File: src/rtl/aes_pkg.sv
// Shared AES constants: forward S-box, key-expansion round constants, FSM encodings.
package aes_pkg;

    localparam int NR = 14;
    localparam int NK = 8;

    localparam logic [0:255][7:0] SBOX = {
        8'h63, 8'h7c, 8'h77, 8'h7b, 8'hf2, 8'h6b, 8'h6f, 8'hc5, 8'h30, 8'h01, 8'h67, 8'h2b, 8'hfe, 8'hd7, 8'hab, 8'h76,
        8'hca, 8'h82, 8'hc9, 8'h7d, 8'hfa, 8'h59, 8'h47, 8'hf0, 8'had, 8'hd4, 8'ha2, 8'haf, 8'h9c, 8'ha4, 8'h72, 8'hc0,
        8'hb7, 8'hfd, 8'h93, 8'h26, 8'h36, 8'h3f, 8'hf7, 8'hcc, 8'h34, 8'ha5, 8'he5, 8'hf1, 8'h71, 8'hd8, 8'h31, 8'h15,
        8'h04, 8'hc7, 8'h23, 8'hc3, 8'h18, 8'h96, 8'h05, 8'h9a, 8'h07, 8'h12, 8'h80, 8'he2, 8'heb, 8'h27, 8'hb2, 8'h75,
        8'h09, 8'h83, 8'h2c, 8'h1a, 8'h1b, 8'h6e, 8'h5a, 8'ha0, 8'h52, 8'h3b, 8'hd6, 8'hb3, 8'h29, 8'he3, 8'h2f, 8'h84,
        8'h53, 8'hd1, 8'h00, 8'hed, 8'h20, 8'hfc, 8'hb1, 8'h5b, 8'h6a, 8'hcb, 8'hbe, 8'h39, 8'h4a, 8'h4c, 8'h58, 8'hcf,
        8'hd0, 8'hef, 8'haa, 8'hfb, 8'h43, 8'h4d, 8'h33, 8'h85, 8'h45, 8'hf9, 8'h02, 8'h7f, 8'h50, 8'h3c, 8'h9f, 8'ha8,
        8'h51, 8'ha3, 8'h40, 8'h8f, 8'h92, 8'h9d, 8'h38, 8'hf5, 8'hbc, 8'hb6, 8'hda, 8'h21, 8'h10, 8'hff, 8'hf3, 8'hd2,
        8'hcd, 8'h0c, 8'h13, 8'hec, 8'h5f, 8'h97, 8'h44, 8'h17, 8'hc4, 8'ha7, 8'h7e, 8'h3d, 8'h64, 8'h5d, 8'h19, 8'h73,
        8'h60, 8'h81, 8'h4f, 8'hdc, 8'h22, 8'h2a, 8'h90, 8'h88, 8'h46, 8'hee, 8'hb8, 8'h14, 8'hde, 8'h5e, 8'h0b, 8'hdb,
        8'he0, 8'h32, 8'h3a, 8'h0a, 8'h49, 8'h06, 8'h24, 8'h5c, 8'hc2, 8'hd3, 8'hac, 8'h62, 8'h91, 8'h95, 8'he4, 8'h79,
        8'he7, 8'hc8, 8'h37, 8'h6d, 8'h8d, 8'hd5, 8'h4e, 8'ha9, 8'h6c, 8'h56, 8'hf4, 8'hea, 8'h65, 8'h7a, 8'hae, 8'h08,
        8'hba, 8'h78, 8'h25, 8'h2e, 8'h1c, 8'ha6, 8'hb4, 8'hc6, 8'he8, 8'hdd, 8'h74, 8'h1f, 8'h4b, 8'hbd, 8'h8b, 8'h8a,
        8'h70, 8'h3e, 8'hb5, 8'h66, 8'h48, 8'h03, 8'hf6, 8'h0e, 8'h61, 8'h35, 8'h57, 8'hb9, 8'h86, 8'hc1, 8'h1d, 8'h9e,
        8'he1, 8'hf8, 8'h98, 8'h11, 8'h69, 8'hd9, 8'h8e, 8'h94, 8'h9b, 8'h1e, 8'h87, 8'he9, 8'hce, 8'h55, 8'h28, 8'hdf,
        8'h8c, 8'ha1, 8'h89, 8'h0d, 8'hbf, 8'he6, 8'h42, 8'h68, 8'h41, 8'h99, 8'h2d, 8'h0f, 8'hb0, 8'h54, 8'hbb, 8'h16
    };

    // Rcon[1..7]; index 0 holds Rcon[1].
    localparam logic [0:6][7:0] RCON = {8'h01, 8'h02, 8'h04, 8'h08, 8'h10, 8'h20, 8'h40};

    localparam logic [1:0] ST_IDLE   = 2'd0;
    localparam logic [1:0] ST_EXPAND = 2'd1;
    localparam logic [1:0] ST_READY  = 2'd2;

endpackage

File: src/rtl/aes_sub_word.sv
// Byte-wise S-box substitution of one 32-bit word (purely combinational).
module aes_sub_word
    import aes_pkg::*;
(
    input  logic [31:0] word_in,
    output logic [31:0] word_out
);

    assign word_out = {SBOX[word_in[31:24]], SBOX[word_in[23:16]],
                       SBOX[word_in[15:8]],  SBOX[word_in[7:0]]};

endmodule

File: src/rtl/aes256_key_sched.sv
// AES-256 key schedule: expands one round key per cycle into a 15-entry buffer,
// then streams the keys forward (encrypt) or in reverse (decrypt) on request.
module aes256_key_sched #(
    parameter int NR = 14,
    parameter int KW = 128
) (
    input  logic          clk,
    input  logic          rst_n,
    input  logic [255:0]  key_in,
    input  logic          key_load,
    input  logic          start,
    input  logic          enc_en,
    input  logic          key_next,
    output logic [KW-1:0] round_key,
    output logic          key_valid,
    output logic          last_key,
    output logic          key_ready
);
    import aes_pkg::*;

    logic [1:0]    state_q, state_d;
    logic [3:0]    n_q, n_d;
    logic [3:0]    ptr_q, ptr_d;
    logic          dir_q, dir_d;
    logic [KW-1:0] round_key_q, round_key_d;
    logic          key_valid_q, key_valid_d;
    logic          last_key_q, last_key_d;
    logic          key_ready_q, key_ready_d;

    logic [KW-1:0] rk_q [0:NR];
    logic          rk_we;

    logic [KW-1:0] p_rk, prev_rk, rk_new;
    logic [31:0]   t_word, sub_in, sub_out, rcon_word, temp;
    logic [31:0]   w0, w1, w2, w3;

    // Even steps rotate and add Rcon; odd steps substitute only (the AES-256 Nk=8 rule).
    assign p_rk      = rk_q[n_q - 4'd2];
    assign prev_rk   = rk_q[n_q - 4'd1];
    assign t_word    = prev_rk[31:0];
    assign sub_in    = n_q[0] ? t_word : {t_word[23:0], t_word[31:24]};
    assign rcon_word = n_q[0] ? 32'h0 : {RCON[n_q[3:1] - 3'd1], 24'h0};
    assign temp      = sub_out ^ rcon_word;
    assign w0        = p_rk[127:96] ^ temp;
    assign w1        = p_rk[95:64]  ^ w0;
    assign w2        = p_rk[63:32]  ^ w1;
    assign w3        = p_rk[31:0]   ^ w2;
    assign rk_new    = {w0, w1, w2, w3};

    aes_sub_word u_sub_word (
        .word_in  (sub_in),
        .word_out (sub_out)
    );

    always_comb begin
        // NOTE: every signal gets a default up front so no path leaves it unassigned (no latches).
        state_d     = state_q;
        n_d         = n_q;
        ptr_d       = ptr_q;
        dir_d       = dir_q;
        round_key_d = round_key_q;
        key_valid_d = key_valid_q;
        last_key_d  = last_key_q;
        key_ready_d = key_ready_q;
        rk_we       = 1'b0;

        if (key_load) begin
            state_d     = ST_EXPAND;
            n_d         = 4'd2;
            round_key_d = '0;
            key_valid_d = 1'b0;
            last_key_d  = 1'b0;
            key_ready_d = 1'b0;
        end else begin
            case (state_q)
                ST_EXPAND: begin
                    rk_we = 1'b1;
                    n_d   = n_q + 4'd1;
                    if (n_q == 4'(NR)) begin
                        state_d     = ST_READY;
                        key_ready_d = 1'b1;
                    end
                end
                ST_READY: begin
                    if (start) begin
                        dir_d       = enc_en;
                        ptr_d       = enc_en ? 4'd0 : 4'(NR);
                        round_key_d = rk_q[ptr_d];
                        key_valid_d = 1'b1;
                        last_key_d  = 1'b0;
                    end else if (key_next && key_valid_q) begin
                        if (last_key_q) begin
                            round_key_d = '0;
                            key_valid_d = 1'b0;
                            last_key_d  = 1'b0;
                        end else begin
                            ptr_d       = dir_q ? ptr_q + 4'd1 : ptr_q - 4'd1;
                            round_key_d = rk_q[ptr_d];
                            last_key_d  = (ptr_d == (dir_q ? 4'(NR) : 4'd0));
                        end
                    end
                end
                default: ;
            endcase
        end
    end

    always_ff @(posedge clk or negedge rst_n) begin
        if (!rst_n) begin
            state_q     <= ST_IDLE;
            n_q         <= '0;
            ptr_q       <= '0;
            dir_q       <= 1'b0;
            round_key_q <= '0;
            key_valid_q <= 1'b0;
            last_key_q  <= 1'b0;
            key_ready_q <= 1'b0;
        end else begin
            state_q     <= state_d;
            n_q         <= n_d;
            ptr_q       <= ptr_d;
            dir_q       <= dir_d;
            round_key_q <= round_key_d;
            key_valid_q <= key_valid_d;
            last_key_q  <= last_key_d;
            key_ready_q <= key_ready_d;
        end
    end

    // NOTE: the key buffer has no reset; key_ready gates its use, so stale contents are never exposed.
    always_ff @(posedge clk) begin
        if (key_load) begin
            rk_q[0] <= key_in[255:128];
            rk_q[1] <= key_in[127:0];
        end else if (rk_we) begin
            rk_q[n_q] <= rk_new;
        end
    end

    assign round_key = round_key_q;
    assign key_valid = key_valid_q;
    assign last_key  = last_key_q;
    assign key_ready = key_ready_q;

endmodule

File: config.mk
export PLATFORM = sky130hd
export DESIGN_NAME = aes256_key_sched
export DESIGN_NICKNAME = d
export VERILOG_FILES = /design/src/rtl/aes_pkg.sv /design/src/rtl/aes_sub_word.sv /design/src/rtl/aes256_key_sched.sv
export SDC_FILE = /design/constraint.sdc
export NUM_CORES = 2
export LEC_CHECK = 0
export CORE_ASPECT_RATIO = 1.2
export CORE_MARGIN = 1
export CORE_UTILIZATION = 50
export CTS_CLUSTER_DIAMETER = 200
export DETAILED_ROUTE_END_ITERATION = 8
export PLACE_DENSITY = 0.7
export SYNTH_ARGS = -nofsm -noshare
export SYNTH_HDL_FRONTEND = slang
export SYNTH_SLANG_ARGS = --single-unit
File: constraint.sdc
create_clock -name clk -period 12.2 [get_ports clk]
set_clock_uncertainty 0.2 [all_clocks]
set_input_delay 3.05 -clock clk [delete_from_list [all_inputs] [get_ports clk]]
set_output_delay 3.05 -clock clk [all_outputs]
set_load 0.01 [all_outputs]
==> results_dict.tcl <==
set metrics [dict create \
    fp.dieW_um 460 \
    cts_tree "built" \
    regArea_mm2 0.0650 \
    cts_setup_buffers 0 \
    fill_cells 19400 \
    routedWlPerCell_um 40.2 \
    grt_remaining_overflow 0 \
    cts.path.max_buffers 4 \
    syn_area_mm2 0.126 \
    synth.area.top_cells "edfxtp_1 (49%), mux4_2 (22%), nand2_1 (4.0%)" \
    grt_max_degree 146 \
    cts_htree_levels 4 \
    via_count 95500 \
    multi_input_area_mm2 0.0577 \
    clock_latency_ns 0.94 \
    worstPathCellList "inv_1, ha_1, a21boi_0, xor2_4, buf_4, mux2_2, mux2i_2, buf_4, inv_1, buf_4, ha_1, mux2i_1, mux2_2, mux2_2, a2111oi_0, nor4_4, xnor2_2, xnor2_1, xnor2_1" \
    fin_setup_tns_ns 0 \
    die-area_mm2 0.254 \
    clock_sinks 2189 \
    synthFlopType "edfxtp_1" \
    synth_edf_count 2048 \
    setup_viol 0 \
    cts_resized 0 \
    worstSetupStartpointType "register" \
    hold_viol_final 0 \
    crit_path_top_delay_cell "a2111oi_0" \
    start_util_pct 50.4 \
    gp_congestion 1.02 \
    core_area_mm2 0.250 \
    die_y_um 552 \
    worstMarginPinSlew_ns 1.46 \
    yosysTopAreaCell "edfxtp_1" \
    drtAntennaViolNets 0 \
    maxCapViolations 0 \
    detail_route.drc_violations 0 \
    layout-drive-gt1-share_pct 23.6 \
    path_class "register to register" \
    dpl.hpwl_um 314000 \
    layout_commonest_cell "edfxtp_1" \
    critPathArrivalTime_ns 10.90 \
    numPortBuffers 392 \
    firstDrtPassIters 9 \
    fin_nets 9404 \
    required_ns 12.60 \
    slew_headroom_pct 2.45 \
    clk_pin_slew_ns 0.06 \
    syn_inst 8918 \
    hold_buffers 0 \
    critPathCaptureType "register" \
    grt_pass1_wl_um 709000 \
    ys_seq_area_share_pct 51.6 \
    synth_warnings 0 \
    wirelength_um 506000 \
    rsz0062_at_grt "no" \
    hold_class "register to register" \
    worstPathMaxFanout 53 \
    final_cell_mix "edfxtp_1 (2048), nand2_1 (1333), mux4_2 (1243), o21ai_0 (423), clkdlybuf4s50_1 (390)" \
    antenna_found_initial 16 \
    synth_fp_nets 9253 \
    std_cell_rows 201 \
    drt_iter0_drc 16900 \
    root_buffer "clkbuf_16" \
    status "finished clean" \
    synth.distinct_cells 108 \
    async_flop_share_pct 6.44 \
    slowest_delay_ns 0.99 \
    grt_pass1_vias 93400 \
    numCtsBuffers 218 \
    period_minus_slack_ns 10.50 \
    area_growth_pct 12.2 \
    synth-seq-cells 2189 \
    viasPerCell 7.58 \
    max_freq_ghz 0.0952 \
    period_share_pct 86.1 \
    grt_usage_pct 39.3 \
    ios 393 \
    postSynthAreaPerCell_um2 14.1 \
    drv_slew 0 \
    synth_top_area_share_pct 48.8 \
]
==> cell type report <==
| cell class | count | share of cell area [%] |
|---|---|---|
| Antenna cell | 2 | 0.00354 |
| Tap cell | 3349 | 2.96 |
| Clock inverter | 123 | 0.931 |
| Sequential cell | 2189 | 46.0 |
| Clock buffer | 275 | 4.16 |
| Timing Repair Buffer | 742 | 4.87 |
| Inverter | 101 | 0.269 |
| Multi-Input combinational cell | 5817 | 40.8 |
==> routing by layer <==
metal  share of wire (%)  GRT usage [%]
met1                  34           50.8
met2                  44           58.0
met3                  13           9.64
met4                 8.9           28.4
met5              0.0075              0
==> synthesized netlist by cell type, drive strengths merged (34+ instances only) <==
| cell | number |
|---|---|
| o21ai | 434 |
| clkbuf | 453 |
| nor3 | 112 |
| o22ai | 41 |
| buf | 358 |
| mux2i | 319 |
| a211oi | 73 |
| xnor2 | 130 |
| nor4 | 36 |
| a31oi | 76 |
| mux4 | 1274 |
| ha | 72 |
| inv | 96 |
| o221ai | 178 |
| o21a | 139 |
| xor2 | 59 |
| dfrtp | 141 |
| nand3 | 278 |
| mux2 | 95 |
| edfxtp | 2048 |
| nand2 | 1337 |
| a21oi | 229 |
| nor2 | 250 |
| a22oi | 36 |
| o2111ai | 34 |
| o211ai | 76 |
==> through the flow <==
stage	std cells	util (%)	instance area (um2)	setup slack, ns	hold slack, ns
after detailed placement	12200	53.6	134000	2.04	0.279
after global placement	12200	53.6	134000	2.26	0.275
final	12600	56.5	141000	1.70	0.286
after floorplan	8918	-	126000	2.60	0.272
after CTS	12600	56.5	141000	1.98	0.292
after global routing	12600	56.5	141000	1.48	0.303
==> flip-flops by register name (all words and copies together), names as in the netlist <==
| name | count |
|---|---|
| last_key | 1 |
| n_q | 4 |
| rk_q | 2048 |
| key_valid | 1 |
| state_q | 1 |
| ptr_q | 4 |
| key_ready | 1 |
| round_key | 128 |
| dir_q | 1 |
==> critical path, delay by kind of cell, from the launching register on <==
family / cells / cell delay [ns]
adder cells (fa/ha/maj): 2 / 1.26
flip-flops: 1 / 0.72
buffers and inverters: 5 / 1.98
AO/OA/AOI/OAI: 2 / 1.69
XOR/XNOR: 4 / 2.63
AND/OR/NAND/NOR: 1 / 0.27
multiplexers: 5 / 1.32
==> logic make-up after synthesis <==
logic type	count (synthesis)	share of synthesized area, %
xor+xnor	194	1.56
mux	1688	26.3
compound gates	1699	9.37
buf+inv	912	3.16
fa+ha+maj	73	0.731
simple gates	2163	7.29
flops	2189	51.6
==> worst paths after layout <==
path	from	to	slack (ns)	depth (start not counted)
min in group asynchronous	rst_n	round_key[98]	1.97	1
hold / removal	round_key[115]	round_key[115]	0.29	1
hold reg to reg	round_key[115]	round_key[115]	0.29	1
setup reg to reg	n_q[1]	rk_q[14][31]	1.70	19
max in group asynchronous	rst_n	n_q[0]	8.38	2
setup / recovery	n_q[1]	rk_q[14][31]	1.70	19
Power is left out: the tool's default activity adds up to more than one toggle a clock period on the data nets, which glitch-free logic cannot reach.
